[config.mk]
export PLATFORM = sky130hd
export DESIGN_NAME = uart_tx_ctrl
export DESIGN_NICKNAME = d
export VERILOG_FILES = /design/src/rtl/apb_uart_pkg.sv /design/src/rtl/uart_baud_gen.sv /design/src/rtl/uart_tx_ctrl.sv
export SDC_FILE = /design/constraint.sdc
export NUM_CORES = 1
export LEC_CHECK = 0
export CAP_MARGIN = 10
export CELL_PAD_IN_SITES_DETAIL_PLACEMENT = 1
export CELL_PAD_IN_SITES_GLOBAL_PLACEMENT = 1
export CORE_ASPECT_RATIO = 0.8
export CORE_MARGIN = 2
export CORE_UTILIZATION = 42
export DETAILED_ROUTE_END_ITERATION = 8
export GPL_TIMING_DRIVEN = 0
export PLACE_DENSITY = 0.84
export SKIP_CTS_REPAIR_TIMING = 1
export SLEW_MARGIN = 0
export SYNTH_ARGS = -nofsm -noshare
export SYNTH_HDL_FRONTEND = slang
export SYNTH_SLANG_ARGS = --single-unit
[constraint.sdc]
create_clock -name clk_i -period 3.3 [get_ports clk_i]
set_input_delay 0.825 -clock clk_i [delete_from_list [all_inputs] [get_ports clk_i]]
set_output_delay 0.825 -clock clk_i [all_outputs]
set_load 0.03 [all_outputs]
[src/rtl/apb_uart_pkg.sv]
// Shared APB UART types: CFG register layout, TX frame-sequencer states and helpers.
package apb_uart_pkg;

  localparam int unsigned UART_DATA_BITS = 8;

  typedef struct packed {
    logic [28:0] reserved;
    logic        extra_stop_bits;
    logic        parity_type;
    logic        parity_en;
  } cfg_reg_t;

  typedef enum logic [2:0] {
    TX_IDLE,
    TX_START,
    TX_DATA,
    TX_PARITY,
    TX_STOP1,
    TX_STOP2
  } uart_tx_state_e;

  // Even parity makes the total count of ones even; odd inverts it.
  function automatic logic frame_parity(input logic [UART_DATA_BITS-1:0] data,
                                        input logic odd);
    return odd ? ~^data : ^data;
  endfunction

endpackage

[src/rtl/uart_baud_gen.sv]
// Loadable baud counter: counts 0..div_i and strobes bit_end_o on the final cycle of each bit.
module uart_baud_gen #(
  parameter int unsigned DIV_WIDTH = 32
) (
  input  logic                 clk_i,
  input  logic                 arst_i,
  input  logic [DIV_WIDTH-1:0] div_i,
  input  logic                 start_i,
  output logic                 bit_end_o,
  output logic                 bit_end_next_o
);

  logic [DIV_WIDTH-1:0] cnt;

  always_ff @(posedge clk_i or posedge arst_i) begin
    if (arst_i) begin
      cnt <= '0;
    end else if (start_i || bit_end_o) begin
      cnt <= '0;
    end else begin
      cnt <= cnt + DIV_WIDTH'(1);
    end
  end

  assign bit_end_o = (cnt == div_i);

  // Lookahead so the frame sequencer can register a strobe that lands on the last bit cycle.
  assign bit_end_next_o = bit_end_o ? (div_i == '0) : ((cnt + DIV_WIDTH'(1)) == div_i);

endmodule

[src/rtl/uart_tx_ctrl.sv]
// UART transmit frame sequencer: pops TX FIFO bytes and serialises start/data/parity/stop bits.
// Parity generation is compiled in only when APB_UART_TX_PARITY_EN is defined.
module uart_tx_ctrl
  import apb_uart_pkg::*;
#(
  parameter int unsigned DATA_BITS = 8,
  parameter int unsigned DIV_WIDTH = 32
) (
  input  logic                 clk_i,
  input  logic                 arst_i,
  input  logic                 clk_en_i,
  input  logic [DIV_WIDTH-1:0] clk_div_i,
  input  logic [31:0]          cfg_i,
  input  logic [DATA_BITS-1:0] fifo_data_i,
  input  logic                 fifo_valid_i,
  output logic                 fifo_ready_o,
  output logic                 tx_o,
  output logic                 busy_o,
  output logic                 done_o
);

  localparam int unsigned IDX_W = $clog2(DATA_BITS);

  uart_tx_state_e       state;
  cfg_reg_t             cfg;
  logic [DATA_BITS-1:0] data_q;
  logic [DIV_WIDTH-1:0] div_q;
  logic                 extra_q;
  logic [IDX_W-1:0]     idx;
  logic [IDX_W-1:0]     idx_next;
  logic                 handshake;
  logic                 last_data;
  logic                 parity_on;
  logic                 bit_end;
  logic                 bit_end_next;
  logic                 final_next;
  logic                 unused_cfg;

  assign cfg          = cfg_reg_t'(cfg_i);
  assign fifo_ready_o = (state == TX_IDLE) && clk_en_i && !arst_i;
  assign handshake    = fifo_ready_o && fifo_valid_i;
  assign idx_next     = idx + IDX_W'(1);
  assign last_data    = (idx == IDX_W'(DATA_BITS - 1));

`ifdef APB_UART_TX_PARITY_EN
  logic par_en_q;
  logic par_bit_q;
  assign parity_on  = par_en_q;
  assign unused_cfg = ^cfg.reserved;
`else
  assign parity_on  = 1'b0;
  assign unused_cfg = ^{cfg.reserved, cfg.parity_en, cfg.parity_type};
`endif

  uart_baud_gen #(
    .DIV_WIDTH(DIV_WIDTH)
  ) u_baud (
    .clk_i          (clk_i),
    .arst_i         (arst_i),
    .div_i          (div_q),
    .start_i        (handshake),
    .bit_end_o      (bit_end),
    .bit_end_next_o (bit_end_next)
  );

  // True when the next cycle belongs to the frame's final stop bit.
  always_comb begin
    final_next = 1'b0;
    case (state)
      TX_DATA:   final_next = bit_end && last_data && !parity_on && !extra_q;
`ifdef APB_UART_TX_PARITY_EN
      TX_PARITY: final_next = bit_end && !extra_q;
`endif
      TX_STOP1:  final_next = extra_q ? bit_end : !bit_end;
      TX_STOP2:  final_next = !bit_end;
      default:   final_next = 1'b0;
    endcase
  end

  always_ff @(posedge clk_i or posedge arst_i) begin
    if (arst_i) begin
      state   <= TX_IDLE;
      tx_o    <= 1'b1;
      busy_o  <= 1'b0;
      done_o  <= 1'b0;
      data_q  <= '0;
      div_q   <= '0;
      extra_q <= 1'b0;
      idx     <= '0;
`ifdef APB_UART_TX_PARITY_EN
      par_en_q  <= 1'b0;
      par_bit_q <= 1'b0;
`endif
    end else begin
      done_o <= final_next && bit_end_next;
      case (state)
        TX_IDLE: begin
          if (handshake) begin
            data_q  <= fifo_data_i;
            div_q   <= clk_div_i;
            extra_q <= cfg.extra_stop_bits;
            idx     <= '0;
`ifdef APB_UART_TX_PARITY_EN
            par_en_q  <= cfg.parity_en;
            par_bit_q <= frame_parity(fifo_data_i, cfg.parity_type);
`endif
            state   <= TX_START;
            tx_o    <= 1'b0;
            busy_o  <= 1'b1;
          end
        end
        TX_START: begin
          if (bit_end) begin
            state <= TX_DATA;
            tx_o  <= data_q[0];
          end
        end
        TX_DATA: begin
          if (bit_end) begin
            idx <= idx_next;
            if (!last_data) begin
              tx_o <= data_q[idx_next];
`ifdef APB_UART_TX_PARITY_EN
            end else if (parity_on) begin
              state <= TX_PARITY;
              tx_o  <= par_bit_q;
`endif
            end else begin
              state <= TX_STOP1;
              tx_o  <= 1'b1;
            end
          end
        end
`ifdef APB_UART_TX_PARITY_EN
        TX_PARITY: begin
          if (bit_end) begin
            state <= TX_STOP1;
            tx_o  <= 1'b1;
          end
        end
`endif
        TX_STOP1: begin
          if (bit_end) begin
            if (extra_q) begin
              state <= TX_STOP2;
            end else begin
              state  <= TX_IDLE;
              busy_o <= 1'b0;
            end
          end
        end
        TX_STOP2: begin
          if (bit_end) begin
            state  <= TX_IDLE;
            busy_o <= 1'b0;
          end
        end
        default: begin
          state  <= TX_IDLE;
          tx_o   <= 1'b1;
          busy_o <= 1'b0;
        end
      endcase
    end
  end

endmodule

Word-level counts from Yosys, hierarchy flattened:

Index checks and enable logic that the tools add are counted.

* register bits after elaboration: 82
* input port bits: 76

* $add $sub $neg: 2
* $lt $le $gt $ge: 1
* eq/ne operators: 14
* muxes and demuxes: 27
* bitwise logic cells: 2
* reductions and logical operators: 20

Operator list (number)
* $eq 32x32->1: 2
* $add 32x1->32 const B: 1
* $logic_not 32->1: 1
* $mux 32: 1
* $mux 3: 9
* $pmux 3 s5: 1
* $ne 2x2->1 const B: 6
* $mux 1: 11
* $eq 3x3->1 const B: 3
* $pmux 1 s4: 2
* $logic_and 1x1->1: 6
* $pmux 3 s2: 1
* $reduce_and 6->1: 1
* $reduce_and 5->1: 1
* $lt 3x4->1 const B: 1
* $reduce_and 4->1: 1
* $reduce_or 2->1: 2
* $add 3x1->3 const B: 1
* $bmux 1 s3: 1
* $eq 3x1->1 const B: 1
* $eq 3x2->1 const B: 1
* $logic_not 1->1: 3
* $logic_not 3->1: 1
* $pmux 1 s3: 1
* 6 further kinds: 7

Depth between registers and ports, before layout:

* depth after elaboration: 6
* mapped depth: 11
* gate-level depth less buffers: 9

Modules after synthesis:

From an unflattened synthesis, not the netlist that was laid out.

* cells, all modules: 565
* area total of the unflattened synthesis: 4882.2 um^2

Modules (own cells, without submodules)
* uart_baud_gen: instances 1, cells each 318, area each 2682.6 um^2, seq. area each 800.8 um^2
* uart_tx_ctrl: instances 1, cells each 247, area each 2199.6 um^2, seq. area each 1252.5 um^2

Least setup slack after synthesis:

OpenSTA, ideal clock, no wires.

* path type: reg2reg
* start: reg u_baud.cnt[0]
* end: reg done_o
* data arrival time: 2.609 ns
* path slack: 0.609 ns
* stages on the path, launching flop included: 11
* buffers on the path: 1
* clock period less this slack: 2.691 ns
* cells stage by stage: dfrtp_1 > ha_1 > and4_1 > nand2_2 > or4_1 > dlymetal6s2s_1 > xnor2_1 > a211o_1 > nor4b_2 > nand4_1 > a22oi_2

* longest elaborated chain between the ends: 5
* elaborated cells on any way between the ends: 10

RTL lines
* start: declaration: RTL line uart_baud_gen.sv:13 `logic [DIV_WIDTH-1:0] cnt;`
* start signal: assignment: RTL line uart_baud_gen.sv:21 `cnt <= cnt + DIV_WIDTH'(1);`
* branches (longest 4 deep; another with $add 32x1->32)
* $logic_and 1x1->1 *: RTL line uart_tx_ctrl.sv:95 `done_o <= final_next && bit_end_next;`
* end signal: assignment: RTL line uart_tx_ctrl.sv:95
* end: declaration: RTL line uart_tx_ctrl.sv:19 `output logic done_o`

Every way passes the cells marked *.
A chain may end at the register's enable or synchronous reset.

Final worst setup path:

* start: in arst_i
* end: out fifo_ready_o

* longest elaborated chain between the ends: 2

RTL lines
* start: declaration: RTL line uart_tx_ctrl.sv:10 `input logic arst_i,`
* $logic_not 1->1 (no source line)
* $logic_and 1x1->1: RTL line uart_tx_ctrl.sv:40 `assign fifo_ready_o = (state == TX_IDLE) && clk_en_i && !arst_i;`
* end: declaration: RTL line uart_tx_ctrl.sv:16 `output logic fifo_ready_o,`

No other way between the ends.

==> metrics.cfg <==
[status]
outcome = complete, no violations

[clock_tree]
clk_path_buf_depth = 2
clock_latency_ps = 350
cts_root_buffer = clkbuf_16
clk_pin_slew_ps = 70
cts_buffers = 9
numClockSinks = 82
cts_tree = done
cts.htree.levels = 3

[worst_setup_path]
critPathSlowestCell = clkdlybuf4s50_1
cp_num_buf_inv = 2
cp_common_cell = clkdlybuf4s50_1
rrSetupSlack_ps = 160
path_max_fanout = 3
crit_required_ps = 2470
critPathArrivalTime_ps = 2370
r2r-end = done_o
critPathLaunchType = primary input
cp_num_cells = 4
reg2regPathDepth = 9
reg2reg_from = u_baud.cnt[1]
cp-end-kind = output pin
crit_family = buffers and inverters
path_class = in -> out
cpPeakStageDelay_ps = 720
cp_cell_sequence = clkdlybuf4s50_1 -> nor2_1 -> and3_1 -> clkdlybuf4s50_1

[sta]
post-route-period-util_pct = 96.7
relSlewSlack_pct = 31.2
tightest_slew_ps = 1010
max_freq_mhz = 313
rsz0062_at_grt = false
fin_crit_ps = 3190
fin_ws_ps = 110
final-setup-viol-count = 0
report.final.slew_viol_count = 0
clock_skew_ps = 8.70
whs_ps = 510
hold_viol_final = 0

[floorplan]
start_util_pct = 43.5
boundaryPins = 80
die-area_um2 = 12900
core_area_um2 = 11600
placementRows = 35
die_h_um = 102
die_w_um = 127

[drt]
routed_wl_um = 15300
viasPerCell = 5.95
drc = 0
first_pass_iters = 5
drt_iter0_markers = 362
via_count = 4255
wl_per_cell_um = 21.4
antenna_left = 0

[grt]
gr-total-overflow = 0
first_global_vias = 4550
grt_first_pass_wirelength_um = 24400
track_usage_pct = 24.6
grt_max_degree = 47
grt_antenna_before_repair = 0

[synthesis]
seq_area_frac_synth_pct = 40.7
synth_fp_nets = 577
syn_area_um2 = 5050
synthArstFlopShare_pct = 100
synth_cell_types = 68
synthCells = 498
yosysWarnings = 0
avgSynthCellArea_um2 = 10.1
ys.flop_type = dfrtp_1
synth_edf_count = 0
ys_seq_elements = 82

[placement]
numPortBuffers = 48
dp_slack_ps = -150
post_dp_cell_area_um2 = 5740
dp_hpwl_um = 11100
gp_congestion = 0.930

[cells_and_area]
drive_gt1_share_pct = 18.3
stdcell_area_um2 = 6120
diodes = 0
layout.nets = 641
area_delta_synth_final_pct = 21.3

[power_and_ir_drop]
peakVddDrop_mv = 0.418
leakage_nw = 2.44
cellPowerDensity_nw_per_um2 = 733

[job]
drv_cap = 0

[min_path]
holdCritPathClass = reg -> reg
hold_end = data_q[6]
min_from = data_q[6]
whs_path_depth = 1

==> layer usage <==
layer	vias up	wire length, µm	GRT usage, %
li1	1899	-	-
met1	2188	6810	32.2
met2	139	7320	40.7
met3	29	874	5.55
met4	0	332	8.28
met5	-	0	0
==> cells in the final DEF (no fill, tap or decap), types with 3 or more instances in the layout <==
cell type	instances
o22ai_1	3
clkdlybuf4s50_1	48
a21boi_0	3
o31ai_1	3
and4_1	3
xnor2_1	49
xor2_1	23
mux2_2	42
nand4_1	21
or4_1	8
and3_1	6
nor4_2	4
nor3_1	6
nor2_1	52
nand3_1	16
mux2i_1	3
inv_6	3
buf_6	7
a21oi_1	8
nand2_1	28
buf_4	5
clkbuf_16	9
clkbuf_1	14
nor2b_1	3
nand3b_1	3
dfrtp_1	80
a211oi_1	3
nor4_1	18
inv_1	16
o32ai_1	3
o21ai_0	13
buf_2	6
==> final cells by class <==
| class | count | area [µm²] |
|---|---|---|
| flip-flops and latches | 82 | 2050 |
| well taps | 148 | 185 |
| fillers | 1302 | 5490 |
| multi-input cells | 368 | 2750 |
| repair buffers | 53 | 536 |
| inverters | 17 | 66.3 |
| plain buffers | 31 | 203 |
| clock buffers | 9 | 225 |
| clock inverters | 7 | 105 |
==> flip-flops by register name, summed over array words and instances, names as in the netlist <==
name	cells
extra_q	1
data_q	8
u_baud.cnt	32
idx	3
tx_o	1
div_q	32
state	3
busy_o	1
done_o	1
==> report_power, final <==
group | internal, mW | total (mW) | switching, mW
Clock | 0.676 | 1.13 | 0.457
Combinational | 0.804 | 1.58 | 0.780
Sequential | 1.32 | 1.77 | 0.445
==> cells in the mapped netlist, types with 2 or more instances <==
| cell type | count | area share (%) |
|---|---|---|
| o22ai_1 | 3 | 0.37 |
| a211oi_1 | 3 | 0.45 |
| nor4_2 | 3 | 0.74 |
| nand4b_1 | 2 | 0.35 |
| clkbuf_1 | 14 | 1.0 |
| a21boi_0 | 3 | 0.45 |
| dfrtp_1 | 81 | 40 |
| nand3_1 | 16 | 1.6 |
| nor2b_1 | 3 | 0.37 |
| or4_1 | 8 | 1.2 |
| or3_1 | 2 | 0.25 |
| and2_1 | 2 | 0.25 |
| o31ai_1 | 3 | 0.45 |
| nor2_1 | 52 | 3.9 |
| nand2_1 | 28 | 2.1 |
| and4_1 | 3 | 0.52 |
| nor4_1 | 19 | 2.4 |
| mux4_2 | 2 | 0.89 |
| ha_1 | 3 | 0.74 |
| mux2_1 | 2 | 0.45 |
| a21oi_1 | 8 | 0.79 |
| buf_4 | 2 | 0.30 |
| mux2i_1 | 3 | 0.60 |
| buf_6 | 7 | 1.6 |
| o211ai_1 | 2 | 0.30 |
| nand2_2 | 2 | 0.25 |
| and3_1 | 6 | 0.74 |
| xnor2_1 | 49 | 8.5 |
| nand4_1 | 21 | 2.6 |
| o21a_1 | 2 | 0.30 |
| o21ai_0 | 13 | 1.3 |
| xor2_1 | 23 | 4.0 |
| inv_1 | 17 | 1.3 |
| o32ai_1 | 3 | 0.52 |
| mux2_2 | 42 | 9.4 |
| buf_2 | 6 | 0.60 |
| nand2b_1 | 2 | 0.25 |
| nand3b_1 | 3 | 0.45 |
| nor3_1 | 6 | 0.60 |
==> per-stage QoR <==
step	setup TNS, ps	utilization [%]	power (mW)	std cells
floorplan	0	-	2.74	498
global placement	-76310	49.2	3.16	694
detailed placement	-1840	49.5	3.27	695
CTS	-88.7	52.3	4.44	711
global route	0	52.7	4.74	715
finish	0	52.7	4.49	715
==> worst max-delay path by stage <==
| stage | start | end | slack, ps |
|---|---|---|---|
| after global placement | arst_i | div_q[7] | -940 |
| final | arst_i | fifo_ready_o | 110 |
| after CTS | u_baud.cnt[0] | done_o | -90 |
| after global routing | u_baud.cnt[4] | done_o | 40 |
| after detailed placement | arst_i | div_q[18] | -150 |
| after floorplan | arst_i | busy_o | 370 |
==> cells by family (layout without fill, tap and decap cells) <==
group / Yosys count / after routing / synth area share [%]
and+or+nand+nor: 191 / 191 / 21.3
xor gates and xnor gates: 75 / 75 / 13.9
buffers and inverters: 48 / 117 / 5.28
adders and majority gates: 3 / 3 / 0.744
AOI/OAI and AO/OA: 50 / 50 / 6.74
DFF: 82 / 82 / 40.7
muxes: 49 / 49 / 11.3
Power figures use the tool's default switching activity.
